--- config.mk ---
export PLATFORM = sky130hd
export DESIGN_NAME = bfp16_col_drain
export DESIGN_NICKNAME = d
export VERILOG_FILES = /design/src/rtl/bfp16_col_drain.sv
export SDC_FILE = /design/constraint.sdc
export NUM_CORES = 1
export LEC_CHECK = 0
export CORE_ASPECT_RATIO = 1.4
export CORE_MARGIN = 3
export CORE_UTILIZATION = 55
export CTS_CLUSTER_DIAMETER = 40
export CTS_CLUSTER_SIZE = 24
export DETAILED_ROUTE_END_ITERATION = 10
export PLACE_DENSITY = 0.79
export SLEW_MARGIN = 25
export SYNTH_ARGS = -nofsm -noshare
export SYNTH_HDL_FRONTEND = slang
export SYNTH_SLANG_ARGS = --single-unit
--- constraint.sdc ---
create_clock -name clk -period 2.3 [get_ports clk]
set_input_delay 0.575 -clock clk [delete_from_list [all_inputs] [get_ports clk]]
set_output_delay 0.575 -clock clk [all_outputs]
set_load 0.05 [all_outputs]
--- src/rtl/bfp16_col_drain.sv ---
// bfp16_col_drain: captures PE column results into a tagged FIFO for writeback.
// Optional Inf/NaN tracking is enabled with `define BFP16_DRAIN_NAN_CHECK_EN.
module bfp16_col_drain #(
   parameter int DATA_TYPE = 16,
   parameter int NUM_ROWS  = 4,
   parameter int DEPTH     = 4
) (
   input  logic                        clk,
   input  logic                        rst,
   input  logic                        in_valid,
   input  logic [DATA_TYPE-1:0]        in_data,
   output logic                        m_valid,
   input  logic                        m_ready,
   output logic [DATA_TYPE-1:0]        m_data,
   output logic [$clog2(NUM_ROWS)-1:0] m_row,
   output logic                        m_last,
   output logic                        done,
   output logic                        overflow,
   output logic                        busy
`ifdef BFP16_DRAIN_NAN_CHECK_EN
   ,
   output logic                        nan_seen,
   output logic                        m_nan
`endif
);

   localparam int AW = $clog2(DEPTH);
   localparam int RW = $clog2(NUM_ROWS);

   typedef enum logic [1:0] {
      IDLE,
      COLLECT,
      DRAIN
   } state_t;

   state_t               state_q, state_d;
   logic [DATA_TYPE-1:0] mem_data_q [DEPTH];
   logic [RW-1:0]        mem_row_q  [DEPTH];
   logic [DEPTH-1:0]     mem_last_q;
   logic [AW-1:0]        wr_ptr_q, rd_ptr_q;
   logic [AW:0]          count_q, count_d;
   logic [RW-1:0]        row_cnt_q, row_cnt_d;
   logic                 overflow_q, done_q, done_d;
   logic                 push, pop, full, row_last, head_last;

   assign full      = (count_q == (AW+1)'(DEPTH));
   assign m_valid   = (count_q != '0);
   assign pop       = m_valid & m_ready;
   assign push      = in_valid & (~full | pop);
   assign row_last  = (row_cnt_q == RW'(NUM_ROWS - 1));
   assign head_last = m_valid & mem_last_q[rd_ptr_q];

   // Head word is read straight from the storage array; zero when empty.
   assign m_data   = m_valid ? mem_data_q[rd_ptr_q] : '0;
   assign m_row    = m_valid ? mem_row_q[rd_ptr_q] : '0;
   assign m_last   = head_last;
   assign done     = done_q;
   assign overflow = overflow_q;
   assign busy     = (state_q != IDLE) | m_valid;

   // Next occupancy, row index and done pulse.
   always_comb begin
      count_d   = count_q;
      row_cnt_d = row_cnt_q;
      done_d    = pop & head_last;
      if (push & ~pop) count_d = count_q + 1'b1;
      else if (pop & ~push) count_d = count_q - 1'b1;
      if (in_valid) row_cnt_d = row_last ? '0 : row_cnt_q + 1'b1;
   end

   // Stream phase tracking.
   always_comb begin
      state_d = state_q;
      unique case (state_q)
         IDLE, COLLECT: begin
            if (in_valid) state_d = row_last ? DRAIN : COLLECT;
         end
         DRAIN: begin
            if (pop & head_last) begin
               if (in_valid) state_d = row_last ? DRAIN : COLLECT;
               else state_d = IDLE;
            end
         end
         default: state_d = IDLE;
      endcase
   end

   // Control registers: pointers, count, row counter, flags, state.
   always_ff @(posedge clk) begin
      if (!rst) begin
         state_q    <= IDLE;
         wr_ptr_q   <= '0;
         rd_ptr_q   <= '0;
         count_q    <= '0;
         row_cnt_q  <= '0;
         overflow_q <= 1'b0;
         done_q     <= 1'b0;
      end else begin
         state_q   <= state_d;
         count_q   <= count_d;
         row_cnt_q <= row_cnt_d;
         done_q    <= done_d;
         if (push) wr_ptr_q <= wr_ptr_q + AW'(1);
         if (pop) rd_ptr_q <= rd_ptr_q + AW'(1);
         if (in_valid & ~push) overflow_q <= 1'b1;
      end
   end

   // Entry storage; stale contents are masked by the count.
   always_ff @(posedge clk) begin
      if (push) begin
         mem_data_q[wr_ptr_q] <= in_data;
         mem_row_q[wr_ptr_q]  <= row_cnt_q;
         mem_last_q[wr_ptr_q] <= row_last;
      end
   end

`ifdef BFP16_DRAIN_NAN_CHECK_EN
   logic             nan_seen_q;
   logic [DEPTH-1:0] mem_nan_q;
   logic             in_nan;

   assign in_nan   = (in_data[14:7] == 8'hFF);
   assign nan_seen = nan_seen_q;
   assign m_nan    = m_valid & mem_nan_q[rd_ptr_q];

   // Sticky Inf/NaN flag over accepted words.
   always_ff @(posedge clk) begin
      if (!rst) nan_seen_q <= 1'b0;
      else if (push & in_nan) nan_seen_q <= 1'b1;
   end

   // Per-entry Inf/NaN tag.
   always_ff @(posedge clk) begin
      if (!rst) mem_nan_q <= '0;
      else if (push) mem_nan_q[wr_ptr_q] <= in_nan;
   end
`endif

endmodule

### Word-level counts from Yosys, hierarchy flattened

Memories as Yosys holds them, arrays and structs flattened. A register that Yosys moved wholly into a read port is not among the register bits.
Index checks and enable logic that the tools add are counted.

| storage, ports and cells | value |
|---|---|
| flip-flop bits (word level) | 17 |
| RAM bits | 72 |
| input port bits | 20 |
| output and inout port bits | 23 |
| logic and storage cells | 64 |
| memories kept | 2 |

| operators by class | value |
|---|---|
| $add $sub $neg | 5 |
| $lt $le $gt $ge | 3 |
| equal/unequal tests | 6 |
| mux-type cells | 21 |
| bitwise gates (word level) | 12 |
| reductions and logical operators | 7 |

Memory list:

| memory | words | bits a word | rd ports | clocked after memory_dff | write ports | RTL line | RTL |
|---|---|---|---|---|---|---|---|
| mem_data_q | 4 | 16 | 1 | 1 | 1 | 37 | `logic [DATA_TYPE-1:0] mem_data_q [DEPTH];` |
| mem_row_q | 4 | 2 | 1 | 1 | 1 | 38 | `logic [RW-1:0] mem_row_q [DEPTH];` |

Operator list:

| kind | number |
|---|---|
| 2-bit two-way mux | 10 |
| 16-bit two-way mux | 1 |
| 1-bit AND | 7 |
| 2-bit by 1-bit adder with 2-bit output, second input constant | 3 |
| 2-bit by 3-bit less-than comparator with 1-bit output, second input constant | 2 |
| 3-bit two-way mux | 2 |
| 4-bit bitwise mux | 1 |
| 2-bit == test, second input constant | 2 |
| 1-bit two-way mux | 4 |
| 2-bit inequality test, second input constant | 2 |
| 2-bit case mux with 2 select lines | 1 |
| 2-bit nonzero test | 2 |
| 3-bit by 1-bit adder with 3-bit output, second input constant | 1 |
| 3-bit == test, second input constant | 1 |
| 1-bit NOT | 3 |
| 3-bit nonzero test | 1 |
| 3-bit by 1-bit subtractor with 3-bit output, second input constant | 1 |
| 1-bit binary-select mux with 2-bit select | 1 |
| 1-bit demux with 2-bit select | 1 |
| 2-bit by 1-bit == test with 1-bit output, second input constant | 1 |
| 2-bit by 1-bit >= comparator with 1-bit output, second input constant | 1 |
| 2-bit zero test | 1 |
| 1-bit OR | 2 |
| 2-bit AND reduction | 1 |
| 2 further kinds | 2 |

### Logic depth before layout (Yosys ltp)

Gate-level depths: netlist of the first run.

| logic depth | value |
|---|---|
| word-level depth | 8 |
| depth in mapped cells | 9 |
| depth with buffers taken out | 9 |

### Worst setup path after synthesis of the first run

OpenSTA, ideal clock, no wires.

| path | value |
|---|---|
| path type | flip-flop to output port |
| from | register (tool-made name) |
| to | output m_data[10] |
| arrival time | 1614 ps |
| data required time | 1725 ps |
| setup slack | 111 ps |
| cell stages (with the launch flop) | 5 |
| path buffers | 2 |
| path through | dfxtp_1 > buf_6 > buf_6 > mux4_2 > nor2b_1 |

RTL lines:

| element | RTL line | RTL |
|---|---|---|
| end: declaration | 14 | `output logic [DATA_TYPE-1:0] m_data,` |

==> impl_metrics.tcl, run 1 <==
set metrics [dict create \
    outcome "completed" \
    pins_over_slew_limit 0 \
    fp-row-count 34 \
    setup_total_negative_slack_ns 0 \
    dominantRegCellSynth "sky130_fd_sc_hd__edfxtp_1" \
    worst_setup_path_end_kind "output pin" \
    ctsRootBufferMaster "sky130_fd_sc_hd__clkbuf_8" \
    number_of_port_buffers 42 \
    route.detailed.vias_per_inst 5.69 \
    setup_viol 0 \
    yosys.area.top_type "sky130_fd_sc_hd__edfxtp_1" \
    grt_max_degree 20 \
    nets 289 \
    worstPathMaxFanout 7 \
    crit_path_cell_trace "buf_12 > mux4_2 > nor2b_4 > buf_6" \
    syn_inst 198 \
    top_delay_family_on_crit_path "multiplexers" \
    grt_use_total_pct 19.4 \
    setup.worst_path.start_class "flip-flop" \
    worst_setup_hold_path_clk_slew_ns 0.08 \
    num_vias 1930 \
    grt_first_pass_wirelength_mm 10.3 \
    max_clock_freq_mhz 436 \
    cap_violations 0 \
    finalWirelength_mm 6.54 \
    drive_gt1_share_pct 35.2 \
    hpwlAfterDp_mm 4.17 \
    chipHeight_um 102 \
    detail_route.drc_violations 0 \
    die-area_um2 7560 \
    top_level_ports 43 \
    synth_edf_count 76 \
    fin_worst_skew_ns 0.00861 \
    clockBufferDepth 2 \
    vdd_drop_max_mv 0.896 \
    post-route-worst-setup-slack_ns 0.00851 \
    avgSynthCellArea_um2 18.2 \
    average_wire_per_cell_in_the_routed_design_um 19.3 \
    preCtsSetupSlack_ns -0.265 \
    period_share_pct 99.6 \
    first_global_vias 1999 \
    synthesis.yosys.warnings 0 \
    power_density_nw_per_um2 1270 \
    worst_pin_slew_ns 0.495 \
    timing.hold.worst.class "flip-flop to flip-flop" \
    synthDominantCellAreaShare_pct 63.5 \
    grt_remaining_overflow 0 \
    cts-htree-levels 3 \
    start_util_pct 57.1 \
    worst_path_buf_inv 2 \
    slew_headroom_pct 66.9 \
    leakage_nw 1.63 \
    clock_latency_ns 0.36 \
    fill_cells 385 \
    synth.net_count 225 \
    post-layout-total-power_mw 5.81 \
    first_pass_iters 4 \
    cp_data_required_time_ns 1.73 \
    number_of_diodes_added_for_antenna_fixing 0 \
    hold_viol 0 \
    netlist_area_um2 3600 \
    post-route-util_pct 72.7 \
    synth-seq-cells 91 \
    cpPeakStageDelay_ns 0.50 \
    worst_path_max_delay_cell "sky130_fd_sc_hd__mux4_2" \
    die-width_um 74.3 \
    drt_iter0_drc 128 \
    hold_ws_ns 0.496 \
    grt_setup_unrepaired "yes" \
    place.gp.congestion 0.714 \
    mostFrequentLayoutCell "sky130_fd_sc_hd__edfxtp_1" \
    cts.sink_count 91 \
    ys_async_sr_fraction_pct 0 \
    cts_tree "built" \
    synth.top_cells.by_area "sky130_fd_sc_hd__edfxtp_1 (63%), sky130_fd_sc_hd__mux4_2 (12%), sky130_fd_sc_hd__dfxtp_1 (8.4%)" \
    postCtsHoldBufs 0 \
    antenna_found_initial 0 \
    finalCriticalPeriod_ns 2.29 \
    cts_inserted_buffers 9 \
    yosysUniqueCellTypes 31 \
    yosysSeqAreaShare_pct 71.8 \
    final_cell_mix "sky130_fd_sc_hd__edfxtp_1 (76), sky130_fd_sc_hd__clkdlybuf4s50_1 (21), sky130_fd_sc_hd__buf_6 (20)" \
    arrival_ns 1.72 \
    synthToLayoutAreaGrowth_pct 27.2 \
    final_antenna_violating_net_count 0 \
    core_area_um2 6300 \
    path_class "flip-flop to output pin" \
]
==> tightest hold or removal path, stage by stage (launching register included) <==
cell,delay (ns)
sky130_fd_sc_hd__dfxtp_1,0.34
sky130_fd_sc_hd__a21oi_1,0.04
sky130_fd_sc_hd__nor2_1,0.08
==> repair_timing <==
item / 4_1_cts / 5_1_grt
cloned: 1 / 0
gates resized for setup: 27 / 23
pin swaps: 0 / 1
setup buffers: 0 / 0
endpoints found under the setup margin: 18 / 21
==> stage by stage <==
stage / cells / cell area, um^2
2_1_floorplan: 198 / 3600
3_3_place_gp: 322 / 4200
3_5_place_dp: 322 / 4200
4_1_cts: 339 / 4500
5_1_grt: 339 / 4580
6_report: 339 / 4580
==> Yosys cell counts, types with 2 or more instances <==
cell and count:
sky130_fd_sc_hd__a21oi_1 6, sky130_fd_sc_hd__and3_1 5, sky130_fd_sc_hd__buf_2 2, sky130_fd_sc_hd__buf_6 2, sky130_fd_sc_hd__clkbuf_1 3, sky130_fd_sc_hd__dfxtp_1 15
sky130_fd_sc_hd__edfxtp_1 76, sky130_fd_sc_hd__ha_1 6, sky130_fd_sc_hd__inv_1 7, sky130_fd_sc_hd__mux2i_1 2, sky130_fd_sc_hd__mux4_2 19, sky130_fd_sc_hd__nand2_1 2
sky130_fd_sc_hd__nand3_1 2, sky130_fd_sc_hd__nor2_1 10, sky130_fd_sc_hd__nor2b_1 19, sky130_fd_sc_hd__o21ai_0 3, sky130_fd_sc_hd__or3_1 2, sky130_fd_sc_hd__xor2_1 4
==> state kept, by name, summed over array words and instances (netlist names), named ones only <==
register,cells
mem_row_q,8
rd_ptr_q,2
mem_data_q,64
wr_ptr_q,2
mem_last_q,4
count_q,3
overflow,1
done,1
row_cnt_q,2
state_q,2
==> cell type report <==
class	instances	area (um^2)	area share, %
Tap cell	72	90.1	1.97
Clock buffer	10	128	2.79
Sequential cell	91	2590	56.6
Multi-Input combinational cell	92	1020	22.3
Timing Repair Buffer	61	668	14.6
Clock inverter	6	50.0	1.09
Inverter	7	26.3	0.574
==> power breakdown <==
part / leakage [nW] / internal (mW) / total [mW] / switching [mW]
clock: 0.0888 / 0.406 / 0.974 / 0.567
sequential: 0.826 / 1.95 / 2.09 / 0.131
combinational: 0.718 / 1.16 / 2.75 / 1.59
==> metal layers <==
layer | vias to the layer above | global-route usage, % | wire length [um]
met1 | 976 | 22.3 | 2510
met2 | 47 | 33.7 | 3680
met3 | 11 | 5.66 | 239
met5 | - | 0 | 0
met4 | 0 | 7.40 | 113
li1 | 896 | - | -
==> final timing paths <==
kind	from	end	slack, ns	depth (start not counted)
worst max-delay path	flip-flop	m_data[2]	0.009	4
worst min-delay path	overflow	overflow	0.50	2
worst max register to register	count_q[0]	count_q[2]	0.19	9
worst min register to register	overflow	overflow	0.50	2
==> logic make-up after synthesis <==
group | Yosys count | synth area share [%]
compound gates | 14 | 2.57
xor+xnor | 4 | 0.974
fa+ha+maj | 7 | 2.64
buf+inv | 15 | 2.09
flops | 91 | 71.8
mux | 21 | 12.5
simple gates | 46 | 7.45
(Power assumes the default switching activity.)
==> run 2, diff against run 1 <==
CAP_MARGIN = 10   (was default)
==> results of run 2 <==
Same layout as run 1: the final DEF is identical, and so are final timing and power.
